## src/rtl/gf_sram_ctrl.sv

```systemverilog
// gf_sram_ctrl: fabric-side controller for a GF180 single-port SRAM macro.
// RAM mode gives direct bit-masked access; FIFO mode arbitrates push/pop onto the single port.
module gf_sram_ctrl #(
  parameter int DATA_WIDTH   = 8,
  parameter int ADDR_WIDTH   = 9,
  parameter int AFULL_THRESH = (1 << ADDR_WIDTH) - 4
) (
  input  logic                  UserCLK,
  input  logic                  Reset,
  input  logic [1:0]            ConfigBits,
  input  logic                  EN,
  input  logic                  WE,
  input  logic [ADDR_WIDTH-1:0] ADDR,
  input  logic [DATA_WIDTH-1:0] BM,
  input  logic                  WR_REQ,
  input  logic                  RD_REQ,
  input  logic [DATA_WIDTH-1:0] DI,
  output logic [DATA_WIDTH-1:0] DO,
  output logic                  DO_VALID,
  output logic                  WR_ACK,
  output logic                  RD_ACK,
  output logic                  FULL,
  output logic                  EMPTY,
  output logic                  AFULL,
  output logic [ADDR_WIDTH:0]   COUNT,
  output logic                  CEN_SRAM,
  output logic                  GWEN_SRAM,
  output logic [DATA_WIDTH-1:0] WEN_SRAM,
  output logic [ADDR_WIDTH-1:0] A_SRAM,
  output logic [DATA_WIDTH-1:0] D_SRAM,
  input  logic [DATA_WIDTH-1:0] Q_SRAM,
  output logic                  CLK_SRAM
);

  localparam int                CW      = ADDR_WIDTH + 1;
  localparam int                DEPTH   = 1 << ADDR_WIDTH;
  localparam logic [CW-1:0]     DEPTH_W = CW'(DEPTH);
  localparam logic [CW-1:0]     AFULL_W = CW'(AFULL_THRESH);

  typedef enum logic {
    ARB_WR_FIRST,
    ARB_RD_FIRST
  } arb_t;

  arb_t                  r_arb;
  arb_t                  w_arb_next;
  logic [CW-1:0]         r_wr_ptr;
  logic [CW-1:0]         r_rd_ptr;
  logic                  r_rd_pend;
  logic                  r_rd_pend2;
  logic [DATA_WIDTH-1:0] r_do;

  logic                  w_mode;
  logic                  w_outreg;
  logic [CW-1:0]         w_count;
  logic                  w_full;
  logic                  w_empty;
  logic                  w_wr_elig;
  logic                  w_rd_elig;
  logic                  w_fifo_wr;
  logic                  w_fifo_rd;
  logic                  w_ram_wr;
  logic                  w_ram_rd;

  assign w_mode   = ConfigBits[0];
  assign w_outreg = ConfigBits[1];
  assign CLK_SRAM = UserCLK;

  // Occupancy comes from the wrap-bit pointers, so flags depend on registers only.
  assign w_count = r_wr_ptr - r_rd_ptr;
  assign w_full  = (w_count == DEPTH_W);
  assign w_empty = (w_count == '0);

  assign w_wr_elig = ~Reset & w_mode & WR_REQ & ~w_full;
  assign w_rd_elig = ~Reset & w_mode & RD_REQ & ~w_empty;
  assign w_fifo_wr = w_wr_elig & (~w_rd_elig | (r_arb == ARB_WR_FIRST));
  assign w_fifo_rd = w_rd_elig & ~w_fifo_wr;

  assign w_ram_wr = ~Reset & ~w_mode & EN & WE;
  assign w_ram_rd = ~Reset & ~w_mode & EN & ~WE;

  assign WR_ACK = w_ram_wr | w_fifo_wr;
  assign RD_ACK = w_ram_rd | w_fifo_rd;

  assign FULL  = w_mode & w_full;
  assign EMPTY = ~w_mode | w_empty;
  assign COUNT = w_mode ? w_count : '0;
  assign AFULL = w_mode ? (w_count >= AFULL_W) : (AFULL_THRESH == 0);

  always_comb begin
    CEN_SRAM  = 1'b1;
    GWEN_SRAM = 1'b1;
    WEN_SRAM  = '1;
    A_SRAM    = ADDR;
    D_SRAM    = DI;
    if (w_ram_wr || w_ram_rd) begin
      CEN_SRAM = 1'b0;
      if (w_ram_wr) begin
        GWEN_SRAM = 1'b0;
        WEN_SRAM  = ~BM;
      end
    end else if (w_fifo_wr) begin
      CEN_SRAM  = 1'b0;
      GWEN_SRAM = 1'b0;
      WEN_SRAM  = '0;
      A_SRAM    = r_wr_ptr[ADDR_WIDTH-1:0];
    end else if (w_fifo_rd) begin
      CEN_SRAM = 1'b0;
      A_SRAM   = r_rd_ptr[ADDR_WIDTH-1:0];
    end
  end

  always_comb begin
    w_arb_next = r_arb;
    if (!w_mode) begin
      w_arb_next = ARB_WR_FIRST;
    end else if (w_fifo_wr) begin
      w_arb_next = ARB_RD_FIRST;
    end else if (w_fifo_rd) begin
      w_arb_next = ARB_WR_FIRST;
    end
  end

  always_ff @(posedge UserCLK or posedge Reset) begin
    if (Reset) begin
      r_arb <= ARB_WR_FIRST;
    end else begin
      r_arb <= w_arb_next;
    end
  end

  always_ff @(posedge UserCLK or posedge Reset) begin
    if (Reset) begin
      r_wr_ptr <= '0;
      r_rd_ptr <= '0;
    end else if (!w_mode) begin
      r_wr_ptr <= '0;
      r_rd_ptr <= '0;
    end else begin
      if (w_fifo_wr) r_wr_ptr <= r_wr_ptr + CW'(1);
      if (w_fifo_rd) r_rd_ptr <= r_rd_ptr + CW'(1);
    end
  end

  // One capture register serves both DO modes: it is the hold value when
  // unregistered and the output register when OUTREG is set.
  always_ff @(posedge UserCLK or posedge Reset) begin
    if (Reset) begin
      r_rd_pend  <= 1'b0;
      r_rd_pend2 <= 1'b0;
      r_do       <= '0;
    end else begin
      r_rd_pend  <= w_ram_rd | w_fifo_rd;
      r_rd_pend2 <= r_rd_pend;
      if (r_rd_pend) r_do <= Q_SRAM;
    end
  end

  assign DO       = (!w_outreg && r_rd_pend) ? Q_SRAM : r_do;
  assign DO_VALID = w_outreg ? r_rd_pend2 : r_rd_pend;

endmodule

```

## config.mk

```make
export PLATFORM = sky130hd
export DESIGN_NAME = gf_sram_ctrl
export DESIGN_NICKNAME = d
export VERILOG_FILES = /design/src/rtl/gf_sram_ctrl.sv
export SDC_FILE = /design/constraint.sdc
export NUM_CORES = 1
export LEC_CHECK = 0
export ABC_AREA = 1
export BUFFER_PORTS_ARGS = -buffer_cell sky130_fd_sc_hd__buf_2
export CORE_MARGIN = 4
export CORE_UTILIZATION = 47
export DETAILED_ROUTE_END_ITERATION = 12
export GPL_TIMING_DRIVEN = 0
export PLACE_DENSITY_LB_ADDON = 0.3
export SYNTH_ARGS = -nofsm -noshare
export SYNTH_HDL_FRONTEND = slang
export SYNTH_SLANG_ARGS = --single-unit
```

## constraint.sdc

```tcl
create_clock -name UserCLK -period 2.8 [get_ports UserCLK]
set_clock_uncertainty 0.15 [all_clocks]
set_input_delay 0.56 -clock UserCLK [delete_from_list [all_inputs] [get_ports UserCLK]]
set_output_delay 0.56 -clock UserCLK [all_outputs]
set_load 0.02 [all_outputs]
```

# Word level (Yosys, flattened, before mapping)
# Index checks and enable logic that the tools add are counted.
# Widths: inputs -> output; s select.
# op_classes
add_sub_neg	3
magnitude_cmp	1
eq_ne	4
muxes	23
bitwise_logic	25
n_reduce_logical	4
# ops
operator	count
$mux 10	5
$mux 8	4
$mux 9	3
$add 10x1->10 const B	2
$and 1x1->1	12
$mux 1	11
$eq 10x10->1 const B	1
$ge 10x9->1 const B	1
$logic_not 10->1	1
$sub 10x10->10	1
$not 1->1	8
$not 8->8	1
$ne 2x1->1 const B	2
$or 1x1->1	4
$ne 3x1->1 const B	1
$logic_and 1x1->1	1
$logic_not 1->1	1
$logic_or 1x1->1	1
# word_totals
regBits	31
in_bits	41
output_inout_bits	52
word_cells	66

# Logic depth before layout (Yosys ltp)
# Gate-level depths: netlist (run 1).
# depth
depth_word	12
mapped_depth	20
depth_no_buf	19

==> results of run 1 <==
[layer usage]
metal  GRT usage, %  up-vias
met1           32.0     1606
met3           6.44       31
li1               -     1634
met2           42.1      218
met5              0        -
met4           11.1        0
[final cells by class]
cell class / instances / area (sq um) / share of cell area [%]
clock inverters: 2 / 35.0 / 0.805
inverters: 61 / 250 / 5.75
flip-flops and latches: 31 / 791 / 18.2
repair buffers: 111 / 793 / 18.2
well taps: 75 / 93.8 / 2.16
clock buffers: 10 / 129 / 2.96
multi-input cells: 306 / 2040 / 46.9
plain buffers: 28 / 219 / 5.03
[power by group]
part	internal, uW	leakage [uW]	switching, uW	total, uW
clock network	405	0.0000915	223	628
registers	498	0.000385	28.7	527
logic	291	0.00190	451	742
total	1190	0.00237	703	1900
[worst max path at each step]
| stage | slack [ns] | from | depth (start not counted) | endpoint |
|---|---|---|---|---|
| 6_report | -0.83 | r_wr_ptr[0] | 17 | A_SRAM[7] |
| 5_1_grt | -0.95 | r_wr_ptr[0] | 17 | A_SRAM[2] |
| 4_1_cts | -0.76 | r_wr_ptr[0] | 17 | WEN_SRAM[0] |
| 3_5_place_dp | -0.63 | Reset | 6 | RD_ACK |
| 3_3_place_gp | -0.66 | Reset | 6 | RD_ACK |
| 2_1_floorplan | -0.18 | r_rd_ptr[0] | 15 | WEN_SRAM[0] |
[placed cells by master, fill, tap and decap left out, types with 3 or more instances in the layout]
cell type / count
clkbuf_1: 7
buf_4: 48
a21oi_1: 13
xor2_1: 13
nor4_1: 5
nor3_1: 3
nand3_1: 69
o21ai_0: 8
nand3_2: 17
buf_2: 57
xnor2_1: 4
nor2_2: 4
dfrtp_2: 12
nor2_4: 4
nor2_1: 25
inv_2: 9
a21oi_2: 5
nand2_1: 68
buf_6: 24
nand2_2: 19
ha_4: 8
inv_1: 48
ha_1: 4
nand2_4: 4
a21oi_4: 9
dfrtp_1: 19
clkbuf_8: 9
nand4_1: 15
[flip-flops by register name, summed over array words and instances, names as in the netlist]
| name | cells |
|---|---|
| r_rd_ptr | 10 |
| r_rd_pend | 1 |
| r_rd_pend2 | 1 |
| r_arb | 1 |
| r_wr_ptr | 10 |
| r_do | 8 |
[cells by family after synthesis]
family                     count (synthesis)
xor gates and xnor gates                  17
and+or+nand+nor                          238
AOI/OAI and AO/OA                         38
adders and majority gates                 13
DFF                                       31
buffers and inverters                     89
[timing repair]
item,4_1_cts,5_1_grt
pin swaps,6,7
setup buffers,18,10
setup endpoints to repair,40,48
gates resized for setup,70,47
hold buffers,0,0
gates cloned,0,1
[per-stage QoR]
stage	instances	power, uW	hold slack [ns]
2_1_floorplan	426	1010	0.202
3_3_place_gp	584	1200	0.211
5_1_grt	624	2000	0.180
3_5_place_dp	584	1210	0.217
4_1_cts	613	1840	0.148
6_report	624	1900	0.137
==> flow_metrics.tcl, run 1 <==
set metrics [dict create \
    slowest_delay_ns 0.52 \
    crit_chain "inv_4 -> ha_4 -> fa_2 -> nand2_1 -> nor2_1 -> nand3_1 -> nor2_1 -> nand2_1 -> nor2_4 -> nand2_2 -> nand2_4 -> inv_8 -> nand2_8 -> buf_8 -> nand3_1 -> nand3_2 -> buf_6" \
    reg2reg_from "r_wr_ptr[0]" \
    yosys-top-cells-count "nand3_1, nand2_1, inv_1" \
    yosysTopAreaCell "dfrtp_1" \
    worstPathRequired_ns 2.09 \
    row_count 28 \
    fin_nets 602 \
    muxShareOfSynthArea_pct 0 \
    grt_usage_pct 25.7 \
    start_util_pct 48.4 \
    dieArea_sq_mm 0.00737 \
    highest_layer "met4" \
    peakVddDrop_mv 0.362 \
    hold_path.class "in -> async" \
    antennaDiodeCount 0 \
    drv_slew 0 \
    avgViaCountPerCell 5.59 \
    status "finished with violations" \
    synth_xor_area_share_pct 5.23 \
    critPathLaunchType "flip-flop" \
    grt_pass1_vias 3332 \
    io-pin-count 93 \
    route.detailed.drc 0 \
    synth_edf_count 0 \
    hpwlAfterDp_mm 6.22 \
    synth_compound_area_share_pct 7.03 \
    fmax_mhz 276 \
    n_fill_cell 426 \
    synth_top_family_by_area "simple AND/OR/NAND/NOR gates" \
    criticalPathCategory "reg -> out" \
    violations "negative setup slack" \
    grt_start_max_net_pins 35 \
    final_area_sq_mm 0.00435 \
    overflow 0 \
    wl_met1_mm 3.80 \
    path_delay_family "simple AND/OR/NAND/NOR gates" \
    synth_top_area_share_pct 27.2 \
    path_clk_slew_ns 0.07 \
    synthSimpleGateAreaFrac_pct 39.6 \
    synthArstFlopShare_pct 100 \
    yosysSeqAreaShare_pct 27.2 \
    drive_above_1_share_pct 44.6 \
    crit_arrival_ns 2.92 \
    ant_nets 0 \
    antenna_found_initial 0 \
    chipWidth_um 85.8 \
    setup_viol 29 \
    ys.flop_type "dfrtp_1" \
    tightest_slew_ns 0.748 \
    endpoint_kind "output port" \
    avgSynthCellArea_sq_um 6.68 \
    fin_crit_sh_pct 129 \
    synthAdderAreaFrac_pct 5.98 \
    post-route-min-period_ns 3.63 \
    syn_inst 426 \
    die_h_um 85.8 \
    cp_slowest_cell "fa_2" \
    syn_to_final_growth_pct 52.9 \
    place_ws_ns -0.633 \
    wl_met2_mm 4.86 \
    drtIter0Drc 274 \
    num_vias 3489 \
    rsz0062_at_grt "true" \
    tns_ns -17.51 \
    gp_congestion 0.884 \
    grt_first_pass_wirelength_mm 15.3 \
    r2r_slack_ns -0.05 \
    synth_cell_types 33 \
    path_max_fanout 10 \
    report.final.hold_viol_count 0 \
    timing.slew.headroom_pct 50.1 \
    cts_tree "built" \
    timing.rr.end "r_rd_ptr[9]" \
    post-route-util_pct 74.0 \
    syn_area_sq_mm 0.00285 \
    fin_ws_ns -0.826 \
    yosys.cell_count.top_type "nand3_1" \
    synth.area.top_cells "dfrtp_1, nand3_1, nand2_1" \
    wl_mm 9.83 \
    crit_buf_inv 4 \
    wl_met3_um 910 \
    synth_fp_nets 480 \
    powerDensity_mw_per_mm2 436 \
    port_buffers 83 \
    timing.max_cap.violations 0 \
    fp.coreArea_sq_mm 0.00589 \
    clk_latency_ns 0.39 \
    ff2ff_path_depth 18 \
    ys_warn_count 0 \
    p_leak_uw 0.00237 \
    dpl_cell_area_sq_mm 0.00356 \
    dr.pass1.iters 5 \
    ys_ff_latch 31 \
    avgRoutedWirePerCell_um 15.8 \
]
Power figures use the tool's default switching activity.
==> run 2: changes to the inputs <==
Settings changed: ABC_AREA 1 to 0, CORE_UTILIZATION 47 to 46.
==> flow_metrics.tcl, run 2 <==
set metrics [dict create \
    final_area_sq_mm 0.00464 \
    route.detailed.drc 0 \
    post-route-min-period_ns 4.80 \
    synth_fp_nets 365 \
    dpl.cell_count 467 \
    antenna_found_initial 0 \
    dieArea_sq_mm 0.00710 \
    cts_tree "built" \
    io-pin-count 93 \
    synth.area.top_cells "dfrtp_1, mux2_2, ha_1" \
    num_vias 3508 \
    synth_top_area_share_pct 29.0 \
    ys.flop_type "dfrtp_1" \
    grt_first_pass_wirelength_mm 17.7 \
    avgRoutedWirePerCell_um 22.8 \
    r2r_slack_ns -1.32 \
    hold_path.class "in -> async" \
    ff2ff_path_depth 14 \
    ys_ff_latch 31 \
    row_count 27 \
    final_cell_mix "buf_4, buf_2, buf_6, nand2_1, dfrtp_1" \
    reg2reg_from "r_rd_ptr[0]" \
    yosysSeqAreaShare_pct 29.0 \
    report.final.hold_viol_count 0 \
    timing.rr.end "r_wr_ptr[8]" \
    drive_above_1_share_pct 59.2 \
    fin_crit_sh_pct 171 \
    drv_slew 0 \
    peakVddDrop_mv 1.65 \
    path_clk_slew_ns 0.08 \
    overflow 0 \
    grt_usage_pct 31.2 \
    endpoint_kind "output port" \
    p_leak_uw 0.00221 \
    hpwlAfterDp_mm 6.10 \
    path_max_fanout 6 \
    cp_slowest_cell "or4_4" \
    grt_start_max_net_pins 34 \
    crit_chain "ha_4 -> fa_2 -> or2b_1 -> buf_4 -> a21oi_4 -> xor2_2 -> or4_4 -> or4_4 -> buf_12 -> o21ai_4 -> buf_6 -> nor3_2 -> a221o_1 -> buf_6" \
    timing.slew.headroom_pct 54.7 \
    antennaDiodeCount 0 \
    drtIter0Drc 503 \
    start_util_pct 48.0 \
    avgViaCountPerCell 6.52 \
    clk_latency_ns 0.41 \
    power_uw 5210 \
    tightest_slew_ns 0.680 \
    worstPathRequired_ns 2.09 \
    dr.pass1.iters 5 \
    rsz0062_at_grt "true" \
    tns_ns -70.33 \
    port_buffers 84 \
    status "finished with violations" \
    grt_pass1_vias 3477 \
    crit_arrival_ns 4.09 \
    syn_inst 311 \
    ant_nets 0 \
    powerDensity_mw_per_mm2 1120 \
    slowest_delay_ns 0.48 \
    violations "negative setup slack" \
    critPathLaunchType "flip-flop" \
    yosysTopAreaCell "dfrtp_1" \
    finalNonFillerCells 538 \
    fp.coreArea_sq_mm 0.00557 \
    syn_area_sq_mm 0.00268 \
    fin_nets 519 \
    synth_edf_count 0 \
    ys_warn_count 0 \
    post-route-util_pct 83.2 \
    endpoint "A_SRAM[6]" \
    synth_cell_types 59 \
    dpl_cell_area_sq_mm 0.00330 \
    reg.largest.list "r_rd_ptr x10, r_wr_ptr x10, r_do x8" \
    die_h_um 84.3 \
    syn_to_final_growth_pct 73.2 \
    wl_mm 12.3 \
    cp-startpoint "r_rd_ptr[0]" \
    synthArstFlopShare_pct 100 \
    avgSynthCellArea_sq_um 8.61 \
    gp_congestion 0.908 \
    criticalPathCategory "reg -> out" \
    setup_viol 53 \
    yosys.cell_count.top_type "dfrtp_1" \
    chipWidth_um 84.3 \
    fmax_mhz 208 \
    fin_ws_ns -2.00 \
    timing.max_cap.violations 0 \
    yosys-top-cells-count "dfrtp_1, nand2_1, inv_1" \
]
## run 2: metrics by stage
step	hold slack [ns]	setup slack, ns
6_report	0.0933	-2.00
5_1_grt	0.0857	-2.02
2_1_floorplan	0.202	-1.29
3_5_place_dp	0.209	-1.76
3_3_place_gp	0.206	-1.71
4_1_cts	0.237	-1.78
## run 2: how the worst min path moves through the flow
stage                         start  slack [ns]           to
after global routing          Reset        0.09  r_rd_ptr[4]
final                         Reset        0.09  r_rd_ptr[4]
after CTS                        WE        0.24    r_rd_pend
after detailed placement  r_rd_pend        0.21   r_rd_pend2
after floorplan           r_rd_pend        0.20   r_rd_pend2
after global placement    r_rd_pend        0.21   r_rd_pend2
## run 2: what timing repair did
action,CTS,global route
endpoints found under the hold margin,0,6
endpoints found under the setup margin,62,54
cloned,0,1
pin swaps,23,15
setup buffers,54,21
gates resized for setup,121,45
hold buffers,0,1
## run 2: cell type report
type,instances,area (sq um)
repair buffers,147,1130
well taps,72,90.1
fillers,277,938
plain buffers,18,146
clock inverters,2,35.0
clock buffers,10,129
inverters,18,70.1
multi-input cells,240,2250
flip-flops and latches,31,783
## run 2: critical path: cells and delay by family, from the launching register on
family,cells,cell delay [ns]
xor+xnor,1,0.11
compound gates,3,0.70
simple gates,4,1.23
buf+inv,4,0.64
flops,1,0.44
fa+ha+maj,2,0.53
## run 2: power by group
| group | leakage [uW] | switching [uW] | internal (uW) |
|---|---|---|---|
| Clock | 0.0000915 | 260 | 407 |
| Sequential | 0.000404 | 67.6 | 538 |
| Combinational | 0.00171 | 2020 | 1910 |
## run 2: kinds of logic after synthesis
logic type,share of synthesized area [%]
AND/OR/NAND/NOR,23.5
AO/OA/AOI/OAI,19.0
multiplexers,12.7
XOR/XNOR,1.96
flip-flops,29.0
adder cells (fa/ha/maj),6.36
buffers and inverters,7.53
## run 2: per-layer routing
layer	global-route usage (%)	share of wire [%]	up-vias
li1	-	-	1441
met1	36.3	35	1645
met2	52.3	47	328
met3	9.13	12	94
met4	15.2	5.7	0
met5	0	0	-
==> run 3: changes to the inputs <==
Settings changed: HOLD_SLACK_MARGIN from default to 0.1, SETUP_SLACK_MARGIN from default to 0.2.
==> flow_metrics.tcl, run 3 (synthesis gave the netlist of run 2 again) <==
set metrics [dict create \
    grt_first_pass_wirelength_mm 15.1 \
    use_met3_pct 6.77 \
    violations "negative setup slack" \
    post-route-min-period_ns 4.73 \
    p_leak_uw 0.00206 \
    ant_nets 0 \
    peakVddDrop_mv 1.24 \
    reg.largest.list "r_rd_ptr x10, r_wr_ptr x10, r_do x8" \
    timing.max_cap.violations 0 \
    num_vias 3165 \
    cp_slowest_cell "or4_4" \
    switching_share_pct 44.3 \
    avgViaCountPerCell 6.07 \
    endpoint_kind "output port" \
    finalNonFillerCells 521 \
    worstPathRequired_ns 2.09 \
    dpl.cell_count 467 \
    gp_congestion 0.887 \
    antenna_found_initial 0 \
    layout_commonest_cell "buf_2" \
    crit_arrival_ns 4.02 \
    fin_ws_ns -1.93 \
    antennaDiodeCount 0 \
    tightest_slew_ns 0.681 \
    path_max_fanout 7 \
    dieArea_sq_mm 0.00710 \
    drive_above_1_share_pct 53.5 \
    busiest_layer "met2" \
    row_count 27 \
    criticalPathCategory "reg -> out" \
    die_h_um 84.3 \
    report.final.hold_viol_count 0 \
    fin_nets 502 \
    hpwlAfterDp_mm 6.05 \
    grt_pass1_vias 3057 \
    ff2ff_path_depth 15 \
    avgRoutedWirePerCell_um 19.4 \
    p_sw_uw 2050 \
    path_clk_slew_ns 0.07 \
    clock_power_share_pct 14.4 \
    drtIter0Drc 284 \
    n_fill_cell 345 \
    crit_chain "inv_4 -> ha_4 -> fa_2 -> or2b_1 -> a21o_1 -> a2111oi_2 -> nand3_1 -> or4_4 -> buf_6 -> buf_12 -> mux2i_4 -> nor2_1 -> a221o_1 -> buf_6" \
    fmax_mhz 211 \
    grt_usage_pct 26.5 \
    rsz0062_at_grt "true" \
    status "finished with violations" \
    powerDensity_mw_per_mm2 1080 \
    timing.slew.headroom_pct 54.2 \
    seqPwrFrac_pct 12.8 \
    cts_tree "built" \
    p_int_uw 2580 \
    syn_to_final_growth_pct 60.7 \
    use_met1_pct 31.9 \
    clk_latency_ns 0.40 \
    wl_mm 10.1 \
    use_met2_pct 45.1 \
    cp_common_cell "buf_6" \
    place_ws_ns -1.79 \
    slowest_delay_ns 0.55 \
    setup_viol 53 \
    route.detailed.drc 0 \
    hold_path.class "in -> async" \
    drv_slew 0 \
    overflow 0 \
    p_comb_share_pct 72.7 \
    grt_start_max_net_pins 34 \
    final_cell_mix "buf_2, buf_4, buf_6, nand2_1, dfrtp_1" \
    fin_crit_sh_pct 169 \
    start_util_pct 48.0 \
    chipWidth_um 84.3 \
    io-pin-count 93 \
    port_buffers 84 \
    critPathLaunchType "flip-flop" \
    dr.pass1.iters 8 \
    fp.coreArea_sq_mm 0.00557 \
]
run 3: cell count changes in the layout (fill, tap and decap cells not counted), moves of 3 or more:
| cell | previous run | this run |
|---|---|---|
| ha_4 | 7 | 4 |
| buf_2 | 60 | 63 |
| nor3_4 | 5 | 2 |
| xnor2_2 | 3 | 0 |
| buf_6 | 35 | 29 |
| buf_4 | 60 | 43 |
| ha_1 | 5 | 8 |
run 3: routing by layer:
metal	routed length, um	part of all wire, %	vias up
met2	5090	50	201
met3	935	9.3	30
met4	218	2.2	0
li1	-	-	1416
met5	0	0	-
met1	3850	38	1518
run 3: cell type report:
class / count / area, sq um / share of cell area [%]
Multi-Input combinational cell: 241 / 2090 / 48.7
Buffer: 22 / 174 / 4.04
Tap cell: 72 / 90.1 / 2.09
Clock buffer: 10 / 135 / 3.14
Sequential cell: 31 / 783 / 18.2
Inverter: 18 / 70.1 / 1.63
Timing Repair Buffer: 125 / 921 / 21.4
Clock inverter: 2 / 35.0 / 0.814
run 3: metrics by stage:
| stage | TNS (ns) | cell area (sq um) | hold WS [ns] | power (uW) | util [%] |
|---|---|---|---|---|---|
| 2_1_floorplan | -39.96 | 2790 | 0.202 | 2240 | - |
| 3_3_place_gp | -58.37 | 3300 | 0.205 | 2750 | 59.3 |
| 3_5_place_dp | -60.08 | 3300 | 0.217 | 2800 | 59.3 |
| 4_1_cts | -57.19 | 4060 | 0.228 | 4180 | 72.7 |
| 5_1_grt | -67.58 | 4300 | 0.118 | 4810 | 77.2 |
| 6_report | -63.16 | 4300 | 0.113 | 4630 | 77.2 |
run 3: power groups by stage:
stage / registers [uW] / logic [uW] / clock network (uW)
2_1_floorplan: 585 / 1620 / 41.7
3_3_place_gp: 598 / 2100 / 52.5
3_5_place_dp: 609 / 2140 / 52.5
4_1_cts: 590 / 2930 / 666
5_1_grt: 603 / 3500 / 704
6_report: 594 / 3360 / 668
run 3: path summary, 6_finish.rpt:
| path | start | end | slack (ns) |
|---|---|---|---|
| setup / recovery | r_wr_ptr[0] | A_SRAM[3] | -1.93 |
| hold / removal | Reset | r_wr_ptr[7] | 0.11 |
| setup reg to reg | r_wr_ptr[0] | r_wr_ptr[8] | -1.20 |
| hold reg to reg | r_rd_pend | r_rd_pend2 | 0.24 |
| max in group asynchronous | Reset | r_wr_ptr[0] | 1.70 |
| min in group UserCLK | WE | r_rd_pend | 0.24 |
run 3: worst max-delay path: cells and delay by family (launching register included):
family / cells / cell delay [ns]
AO/OA/AOI/OAI: 3 / 0.78
multiplexers: 1 / 0.38
flip-flops: 1 / 0.39
AND/OR/NAND/NOR: 4 / 1.10
buffers and inverters: 4 / 0.47
adder cells (fa/ha/maj): 2 / 0.51
run 3: what timing repair did:
| item | in CTS | in global routing |
|---|---|---|
| pin swaps | 21 | 8 |
| resized for setup | 94 | 28 |
| hold buffers | 0 | 1 |
| hold endpoints to repair | 0 | 5 |
| setup endpoints to repair | 65 | 62 |
| gates cloned | 1 | 0 |
| buffers inserted | 27 | 13 |
